<file path="src/rtl/exp_series_ctrl_if.sv">
// Handshake and datapath-control bundle for the series-expansion sequencer.
//   master : top-level/datapath side; drives start, abort, less_cmp and
//            receives every select, load, init and status line.
//   slave  : the sequencer (exp_series_ctrl).
// Signals: start/abort (handshake), less_cmp (term <= threshold flag),
//   s1_rom/s1_x, s2_tmp/s2_x, s3, s4_in/s4_mult (datapath selects),
//   ld_x/ld_y/ld_tmp/ld_ans (loads), init_tmp/init_ans (presets),
//   sub (accumulator subtract), busy, done, n_terms (status).
interface exp_series_ctrl_if;
  localparam int unsigned SEL_W = 3;
  localparam int unsigned CNT_W = 4;

  logic             start;
  logic             abort;
  logic             less_cmp;
  logic             s1_rom;
  logic             s1_x;
  logic             s2_tmp;
  logic             s2_x;
  logic [SEL_W-1:0] s3;
  logic             s4_in;
  logic             s4_mult;
  logic             ld_x;
  logic             ld_y;
  logic             ld_tmp;
  logic             ld_ans;
  logic             init_tmp;
  logic             init_ans;
  logic             sub;
  logic             busy;
  logic             done;
  logic [CNT_W-1:0] n_terms;

  modport master (
    output start, abort, less_cmp,
    input  s1_rom, s1_x, s2_tmp, s2_x, s3, s4_in, s4_mult,
           ld_x, ld_y, ld_tmp, ld_ans, init_tmp, init_ans,
           sub, busy, done, n_terms
  );

  modport slave (
    input  start, abort, less_cmp,
    output s1_rom, s1_x, s2_tmp, s2_x, s3, s4_in, s4_mult,
           ld_x, ld_y, ld_tmp, ld_ans, init_tmp, init_ans,
           sub, busy, done, n_terms
  );
endinterface

</file>
<file path="src/rtl/exp_series_ctrl.sv">
// Sequencer for the Q8.8 series-expansion datapath. Loads x and the
// threshold, presets term/accumulator to 1.0, then iterates up to TERMS
// times: tmp <= x*tmp, tmp <= rom[k]*tmp, compare, accumulate. Exits early
// when the datapath reports the term at or below the threshold.
// Ports:
//   clk  : rising-edge clock
//   rst  : asynchronous active-high reset
//   bus  : exp_series_ctrl_if.slave (handshake, datapath controls, status)
// Every output is a flop; the decode works on the next state so each
// control is valid for exactly the cycle its state occupies.
module exp_series_ctrl #(
  parameter int unsigned TERMS    = 8,
  parameter bit          ALT_SIGN = 1'b0
) (
  input  logic               clk,
  input  logic               rst,
  exp_series_ctrl_if.slave   bus
);

  localparam int unsigned SEL_W = 3;
  localparam int unsigned CNT_W = 4;
  localparam logic [SEL_W-1:0] K_LAST = SEL_W'(TERMS - 1);

  typedef enum logic [2:0] {
    S_IDLE  = 3'd0,
    S_LOAD  = 3'd1,
    S_MULX  = 3'd2,
    S_MULC  = 3'd3,
    S_CHECK = 3'd4,
    S_ACC   = 3'd5,
    S_DONE  = 3'd6
  } state_t;

  typedef struct packed {
    logic             busy;
    logic             done;
    logic             sub;
    logic             ld_ans;
    logic             ld_tmp;
    logic             ld_y;
    logic             ld_x;
    logic             init_ans;
    logic             init_tmp;
    logic             s4_mult;
    logic             s4_in;
    logic [SEL_W-1:0] s3;
    logic             s2_x;
    logic             s2_tmp;
    logic             s1_x;
    logic             s1_rom;
  } ctl_t;

  // Idle/reset value: only the complement selects sit high.
  localparam ctl_t CTL_RST = '{s4_mult: 1'b1, s2_x: 1'b1, s1_x: 1'b1, default: '0};

  state_t           state, state_nxt;
  logic [SEL_W-1:0] k, k_nxt;
  logic [CNT_W-1:0] n_terms_q, n_nxt;
  ctl_t             ctl_q, ctl_nxt;

  // State, term counter, accumulated-term count and output registers.
  always_ff @(posedge clk or posedge rst) begin
    if (rst) begin
      state     <= S_IDLE;
      k         <= '0;
      n_terms_q <= '0;
      ctl_q     <= CTL_RST;
    end else begin
      state     <= state_nxt;
      k         <= k_nxt;
      n_terms_q <= n_nxt;
      ctl_q     <= ctl_nxt;
    end
  end

  // Next state, counters, and decode of the controls for the next cycle.
  always_comb begin
    state_nxt = state;
    k_nxt     = k;
    n_nxt     = n_terms_q;
    ctl_nxt   = CTL_RST;

    case (state)
      S_IDLE: begin
        // Counters clear on acceptance so n_terms survives until a new start.
        if (bus.start && !bus.abort) begin
          state_nxt = S_LOAD;
          k_nxt     = '0;
          n_nxt     = '0;
        end
      end
      S_LOAD:  state_nxt = S_MULX;
      S_MULX:  state_nxt = S_MULC;
      S_MULC:  state_nxt = S_CHECK;
      S_CHECK: state_nxt = bus.less_cmp ? S_DONE : S_ACC;
      S_ACC: begin
        n_nxt = n_terms_q + CNT_W'(1);
        if (k == K_LAST) begin
          state_nxt = S_DONE;
        end else begin
          k_nxt     = k + SEL_W'(1);
          state_nxt = S_MULX;
        end
      end
      S_DONE:  state_nxt = S_IDLE;
      default: state_nxt = S_IDLE;
    endcase

    // Abort overrides everything and freezes the counters.
    if (state != S_IDLE && bus.abort) begin
      state_nxt = S_IDLE;
      k_nxt     = k;
      n_nxt     = n_terms_q;
    end

    case (state_nxt)
      S_LOAD: begin
        ctl_nxt.ld_x     = 1'b1;
        ctl_nxt.ld_y     = 1'b1;
        ctl_nxt.s4_in    = 1'b1;
        ctl_nxt.init_tmp = 1'b1;
        ctl_nxt.init_ans = 1'b1;
      end
      S_MULX: begin
        ctl_nxt.s1_rom = 1'b0;
        ctl_nxt.s2_tmp = 1'b1;
        ctl_nxt.ld_tmp = 1'b1;
      end
      S_MULC: begin
        ctl_nxt.s1_rom = 1'b1;
        ctl_nxt.s2_tmp = 1'b1;
        ctl_nxt.s3     = k_nxt;
        ctl_nxt.ld_tmp = 1'b1;
      end
      S_ACC: begin
        ctl_nxt.ld_ans = 1'b1;
        // k even <=> odd-numbered (1-based) term.
        ctl_nxt.sub    = ALT_SIGN & ~k_nxt[0];
      end
      S_DONE:  ctl_nxt.done = 1'b1;
      default: ;
    endcase

    ctl_nxt.busy    = (state_nxt != S_IDLE);
    ctl_nxt.s1_x    = ~ctl_nxt.s1_rom;
    ctl_nxt.s2_x    = ~ctl_nxt.s2_tmp;
    ctl_nxt.s4_mult = ~ctl_nxt.s4_in;
  end

  assign bus.s1_rom   = ctl_q.s1_rom;
  assign bus.s1_x     = ctl_q.s1_x;
  assign bus.s2_tmp   = ctl_q.s2_tmp;
  assign bus.s2_x     = ctl_q.s2_x;
  assign bus.s3       = ctl_q.s3;
  assign bus.s4_in    = ctl_q.s4_in;
  assign bus.s4_mult  = ctl_q.s4_mult;
  assign bus.ld_x     = ctl_q.ld_x;
  assign bus.ld_y     = ctl_q.ld_y;
  assign bus.ld_tmp   = ctl_q.ld_tmp;
  assign bus.ld_ans   = ctl_q.ld_ans;
  assign bus.init_tmp = ctl_q.init_tmp;
  assign bus.init_ans = ctl_q.init_ans;
  assign bus.sub      = ctl_q.sub;
  assign bus.busy     = ctl_q.busy;
  assign bus.done     = ctl_q.done;
  assign bus.n_terms  = n_terms_q;

endmodule

</file>
<file path="src/flat_wrapper.sv">
// flat-port wrapper written by rule: the top's interface ports become plain ports
module exp_series_ctrl_flat 
#(
  parameter int unsigned TERMS    = 8,
  parameter bit          ALT_SIGN = 1'b0
)
  (clk, rst, bus_start, bus_abort, bus_less_cmp, bus_s1_rom, bus_s1_x, bus_s2_tmp, bus_s2_x, bus_s3, bus_s4_in, bus_s4_mult, bus_ld_x, bus_ld_y, bus_ld_tmp, bus_ld_ans, bus_init_tmp, bus_init_ans, bus_sub, bus_busy, bus_done, bus_n_terms);
  exp_series_ctrl_if bus_i ();
  input  logic clk;
  input  logic rst;
  input wire logic [$bits(bus_i.start)-1:0] bus_start;
  input wire logic [$bits(bus_i.abort)-1:0] bus_abort;
  input wire logic [$bits(bus_i.less_cmp)-1:0] bus_less_cmp;
  output wire logic [$bits(bus_i.s1_rom)-1:0] bus_s1_rom;
  output wire logic [$bits(bus_i.s1_x)-1:0] bus_s1_x;
  output wire logic [$bits(bus_i.s2_tmp)-1:0] bus_s2_tmp;
  output wire logic [$bits(bus_i.s2_x)-1:0] bus_s2_x;
  output wire logic [$bits(bus_i.s3)-1:0] bus_s3;
  output wire logic [$bits(bus_i.s4_in)-1:0] bus_s4_in;
  output wire logic [$bits(bus_i.s4_mult)-1:0] bus_s4_mult;
  output wire logic [$bits(bus_i.ld_x)-1:0] bus_ld_x;
  output wire logic [$bits(bus_i.ld_y)-1:0] bus_ld_y;
  output wire logic [$bits(bus_i.ld_tmp)-1:0] bus_ld_tmp;
  output wire logic [$bits(bus_i.ld_ans)-1:0] bus_ld_ans;
  output wire logic [$bits(bus_i.init_tmp)-1:0] bus_init_tmp;
  output wire logic [$bits(bus_i.init_ans)-1:0] bus_init_ans;
  output wire logic [$bits(bus_i.sub)-1:0] bus_sub;
  output wire logic [$bits(bus_i.busy)-1:0] bus_busy;
  output wire logic [$bits(bus_i.done)-1:0] bus_done;
  output wire logic [$bits(bus_i.n_terms)-1:0] bus_n_terms;
  assign bus_i.start = bus_start;
  assign bus_i.abort = bus_abort;
  assign bus_i.less_cmp = bus_less_cmp;
  assign bus_s1_rom = bus_i.s1_rom;
  assign bus_s1_x = bus_i.s1_x;
  assign bus_s2_tmp = bus_i.s2_tmp;
  assign bus_s2_x = bus_i.s2_x;
  assign bus_s3 = bus_i.s3;
  assign bus_s4_in = bus_i.s4_in;
  assign bus_s4_mult = bus_i.s4_mult;
  assign bus_ld_x = bus_i.ld_x;
  assign bus_ld_y = bus_i.ld_y;
  assign bus_ld_tmp = bus_i.ld_tmp;
  assign bus_ld_ans = bus_i.ld_ans;
  assign bus_init_tmp = bus_i.init_tmp;
  assign bus_init_ans = bus_i.init_ans;
  assign bus_sub = bus_i.sub;
  assign bus_busy = bus_i.busy;
  assign bus_done = bus_i.done;
  assign bus_n_terms = bus_i.n_terms;
  exp_series_ctrl #(.TERMS(TERMS), .ALT_SIGN(ALT_SIGN)) u_core (.clk(clk), .rst(rst), .bus(bus_i));
endmodule
</file>
<file path="config.mk">
export PLATFORM = sky130hd
export DESIGN_NAME = exp_series_ctrl_flat
export DESIGN_NICKNAME = d
export VERILOG_FILES = /design/src/rtl/exp_series_ctrl_if.sv /design/src/rtl/exp_series_ctrl.sv /design/src/flat_wrapper.sv
export SDC_FILE = /design/constraint.sdc
export NUM_CORES = 1
export LEC_CHECK = 0
export BUFFER_PORTS_ARGS = -buffer_cell sky130_fd_sc_hd__buf_4
export CELL_PAD_IN_SITES_DETAIL_PLACEMENT = 2
export CELL_PAD_IN_SITES_GLOBAL_PLACEMENT = 2
export CORE_AREA = 2 2 63 65
export CTS_BUF_LIST = sky130_fd_sc_hd__clkbuf_8
export CTS_CLUSTER_SIZE = 10
export DETAILED_ROUTE_END_ITERATION = 6
export DIE_AREA = 0 0 65 67
export PLACE_DENSITY_LB_ADDON = 0.3
export SLEW_MARGIN = 10
export SYNTH_ARGS = -nofsm -noshare
export SYNTH_HDL_FRONTEND = slang
export SYNTH_SLANG_ARGS = --single-unit
</file>
<file path="constraint.sdc">
create_clock -name clk -period 1.4 [get_ports clk]
set_input_delay 0.28 -clock clk [delete_from_list [all_inputs] [get_ports clk]]
set_output_delay 0.28 -clock clk [all_outputs]
set_load 0.005 [all_outputs]
</file>
After elaboration in Yosys (flattened, before gate mapping)
Index checks and enable logic that the tools add are counted. Widths: inputs -> output; s select.

Bits in registers: 26. Input port bits: 5. Output and inout bits: 22. Logic and storage cells: 62.

Add/sub/neg operators: 2. Equal/unequal tests: 12. Mux-type cells: 18. Bitwise operators: 4. Reduce and logical (&&, ||, !) cells: 9.

Operators with widths (count): $mux 3 (7); $pmux 3 s6 (1); $eq 3x3->1 const B (5); $eq 3x2->1 const B (4); $mux 4 (2); $pmux 4 s2 (1); $eq 3x1->1 const B (2); $pmux 3 s2 (1); $reduce_bool 3->1 (2); $mux 1 (5); $add 4x1->4 const B (1); $not 1->1 (4); $add 3x1->3 const B (1); $logic_not 3->1 (1); $reduce_and 3->1 (1); $logic_and 1x1->1 (2); $mux 2 (1); $ne 2x1->1 const B (1); $reduce_bool 2->1 (1); $reduce_or 2->1 (1); $logic_not 1->1 (1).

Depth between registers and ports, before layout
Depth after elaboration: 9. Mapped depth: 4. Mapped depth without buffers: 4.

Worst setup path before layout
OpenSTA, ideal clock, no wires.

Path type: register to register. Start point: reg u_core.state[0]. End point: reg u_core.n_terms_q[2], in the netlist u_core.bus.n_terms[2]. Library setup time: 0.079 ns. Data arrival time: 1.337 ns. Data required time: 1.321 ns. Path slack: -0.017 ns. Cell stages (with the launch flop): 4. Buffers on the path: 0. Clock period less this slack: 1.417 ns. Path through: dfrtp_1 -> or3b_4 -> a2111oi_4 -> mux2i_1.

Longest elaborated chain between the ends: 4. Elaborated cells between the ends (all ways): 9. Those cells by class: eq/ne: 2; mux: 1; bitwise: 1; reduce/logical: 5.

Ends and longest elaborated chain: from (decl) (line exp_series_ctrl.sv:56) `state_t state, state_nxt;`; from (signal assigned) (line exp_series_ctrl.sv:69) `state <= state_nxt;`; branches (longest 4 deep; another with $logic_not 3->1); to (signal assigned) (line exp_series_ctrl.sv:71) `n_terms_q <= n_nxt;`; to (decl) (line exp_series_ctrl.sv:58) `logic [CNT_W-1:0] n_terms_q, n_nxt;`.

Parallel ways; which one is timed is not known. A chain may end at the register's enable or synchronous reset.

Final worst setup path
Start point: reg u_core.state[0]. End point: reg u_core.n_terms_q[3], in the netlist u_core.bus.n_terms[3].

Same word-level chain as after synthesis.

==> out/metrics.yaml <==
status:
  status: "complete, but fails checks"
  violations: "negative setup slack"
die:
  die_area_um2: 4360
  start_util_pct: 30.1
  fp.coreArea_um2: 3610
  fp.dieW_um: 65
  io_pins: 27
  rows: 22
  dieHeight_um: 67
worst_setup_path:
  critical_path_class: "flip-flop to flip-flop"
  cp_slowest_cell: "or3b_4"
  path_buf_inv: 0
  startpoint: "u_core.state[0]"
  rrSetupSlack_ns: -0.13
  end_kind: "flip-flop"
  worstRegToRegCells: 3
  crit_family: "simple AND/OR/NAND/NOR gates"
  max_stage_delay_ns: 0.45
  cp.depth: 3
  reg2reg_to: "u_core.bus.n_terms[3]"
  worst-endpoint-required_ns: 1.59
  cp.arrival_ns: 1.71
  crit_chain: "or3b_4 -> a2111oi_4 -> mux2i_1"
  cp_max_fo: 3
  worstReg2RegStart: "u_core.state[0]"
  timing.critical_path.to: "u_core.bus.n_terms[3]"
  worst_setup_path_start_kind: "flip-flop"
power:
  p_per_area_nw_per_um2: 939
  p_seq_share_pct: 49.0
  combPwrFrac_pct: 18.2
  peakVddDrop_mv: 0.407
  power.switching_w: 0.000350
  clockPowerShare_pct: 32.7
  p_int_w: 0.00104
  p_leak_nw: 0.665
  swShare_pct: 25.2
grt:
  grt_max_degree: 23
  globalRouteOverflowTotal: 0
  grt_pass1_vias: 901
  grt_pass1_wl_um: 4400
  grt_usage_pct: 13.4
  antenna_found_initial: 0
timing:
  finalCriticalPeriod_ns: 1.53
  fin_worst_skew_ns: 0.00309
  rsz0062_at_grt: "yes"
  hold_violations: 0
  fin_crit_sh_pct: 109
  fin_setup_tns_ns: -0.423
  finalSetupViolCount: 7
  holdWs_ns: 0.0721
  fin_ws_ns: -0.127
  max_freq_mhz: 655
  drv_slew: 0
yosys:
  ys_ff_latch: 22
  synthCells: 99
  ys_types: 37
  synth.mux.area_fraction_pct: 3.69
  synth_area_per_cell_um2: 11.0
  synth_area_leaders: "dfrtp_1, dfstp_2, a2111oi_4"
  synth-compound-area-share_pct: 16.7
  synth-warning-count: 0
  synth_top_family_by_area: "simple AND/OR/NAND/NOR gates"
  synth_fa_ha_area_share_pct: 2.31
  synth_flop_cell: "dfrtp_1"
  yosys.area.top_type: "dfrtp_1"
  syn-num-nets: 106
  synthSimpleGateAreaFrac_pct: 17.0
  yosysSeqAreaShare_pct: 51.1
  synth_top_area_share_pct: 43.8
  synth_xor_area_share_pct: 0
  syn_area_um2: 1080
  async_reset_ff_share_pct: 100
  synth_edf_count: 0
final_layout:
  final_core_util_pct: 40.9
  multi_input_area_um2: 498
  seq_area_um2: 554
  stdcell_count: 177
  nNetsFinal: 137
  diodes: 0
  drive_gt1_share_pct: 47.3
  fill_cells: 386
  syn2layout_area_growth_pct: 36.0
cts:
  cts.hold.buffers_added: 0
  clkLatencyLatePin_ns: 0.26
  clockBufferDepth: 2
  clock_sinks: 22
  clk_pin_slew_ns: 0.08
  cts_tree: "yes"
  numCtsBuffers: 3
  h-tree-depth: 1
  root_buffer: "clkbuf_8"
placed_design:
  numPortBuffers: 25
  pre_cts_ws_ns: -0.153
  place_congestion: 0.698
  dpl.cell_count: 171
  dp_hpwl_um: 1990
route:
  first_pass_iters: 2
  vias: 846
  drc: 0
  drtIter0Drc: 6
  wl_um: 2660
  post_drt_wl_per_cell_um: 15.0
  drt-vias-per-instance: 4.78
  final_antenna_net_count: 0
min_path:
  hold_path_class: "input pin to async pin"
job:
  max-cap-violations: 0
-- area by class of cell --
class / count / share of cell area (%)
inverter: 9 / 2.29
multi-input combinational: 58 / 33.8
timing repair buffer: 36 / 18.6
clock buffer: 4 / 3.73
sequential: 22 / 37.6
tap: 48 / 4.07
-- worst min-delay path by stage --
stage	from	endpoint	slack [ns]
after global placement	rst	u_core.bus.ld_tmp	0.34
after detailed placement	rst	u_core.bus.ld_tmp	0.36
final	rst	u_core.bus.s3[2]	0.07
after CTS	rst	u_core.bus.s3[2]	0.07
after global routing	rst	u_core.bus.s1_rom	0.10
after floorplan	rst	u_core.bus.busy	0.27
-- power by group through the flow --
stage	sequential [W]	clock (W)	combinational (W)
2_1_floorplan	0.000693	0	0.000134
3_3_place_gp	0.000690	0	0.000220
3_5_place_dp	0.000693	0	0.000227
4_1_cts	0.000679	0.000479	0.000241
5_1_grt	0.000682	0.000505	0.000275
6_report	0.000679	0.000453	0.000252
-- registers in the layout, indices dropped and copies added, names as in the netlist, 3 cells and up --
signal              count
u_core.bus.n_terms      4
u_core.bus.s3           3
u_core.k                3
u_core.state            3
-- layer usage --
layer	up-vias	track usage (%)	part of all wire, %
met1	425	14.6	42
li1	393	-	-
met2	23	25.1	51
met5	-	0	0
met3	5	3.04	5.6
met4	0	5.05	1.5
-- kinds of logic after synthesis --
group	count (synthesis)
AO/OA/AOI/OAI	19
other	1
buffers and inverters	19
AND/OR/NAND/NOR	32
adder cells (fa/ha/maj)	2
multiplexers	4
flip-flops	22
-- timing repair --
item                                    CTS  global route
endpoints found under the setup margin   11            12
endpoints found under the hold margin     0             0
setup buffers                             2             0
gates resized for setup                   3            13
pin swaps                                 4             5
-- cells in the mapped netlist (all sizes together), types with 2 or more instances --
master   number
a2111oi       2
a211oi        2
a21oi         3
a2bb2oi       2
buf           8
clkbuf        2
dfrtp        19
dfstp         3
ha            2
inv           9
mux2i         4
nand2         4
nand2b        2
nand3         3
nor2          7
nor2b         3
nor3          3
nor4          2
o21ai         3
o21bai        2
o22ai         2
-- tightest hold or removal path, stage by stage --
cell and delay (ns):
buf_4 0.11, inv_1 0.05, buf_4 0.29
-- through the flow --
| step | power [W] | area (um2) |
|---|---|---|
| after floorplan | 0.000827 | 1080 |
| after global placement | 0.000910 | 1340 |
| after detailed placement | 0.000920 | 1340 |
| after CTS | 0.00140 | 1420 |
| after global routing | 0.00146 | 1480 |
| final | 0.00138 | 1480 |
-- layout by cell type, fill, tap and decap left out, drive strengths merged, types with 2 or more instances in the layout --
cell type | Yosys | final
o22ai | 2 | 2
dfstp | 3 | 3
o21bai | 2 | 2
dfrtp | 19 | 19
o21ai | 3 | 3
a21oi | 3 | 3
nand2b | 2 | 2
buf | 8 | 36
nand3 | 3 | 3
a2bb2oi | 2 | 2
a2111oi | 2 | 2
mux2i | 4 | 4
nor2b | 3 | 3
clkbuf | 2 | 4
nor4 | 2 | 2
ha | 2 | 2
nand2 | 4 | 4
a211oi | 2 | 2
nor2 | 7 | 7
nor3 | 3 | 3
inv | 9 | 9
Power figures use the tool's default switching activity.
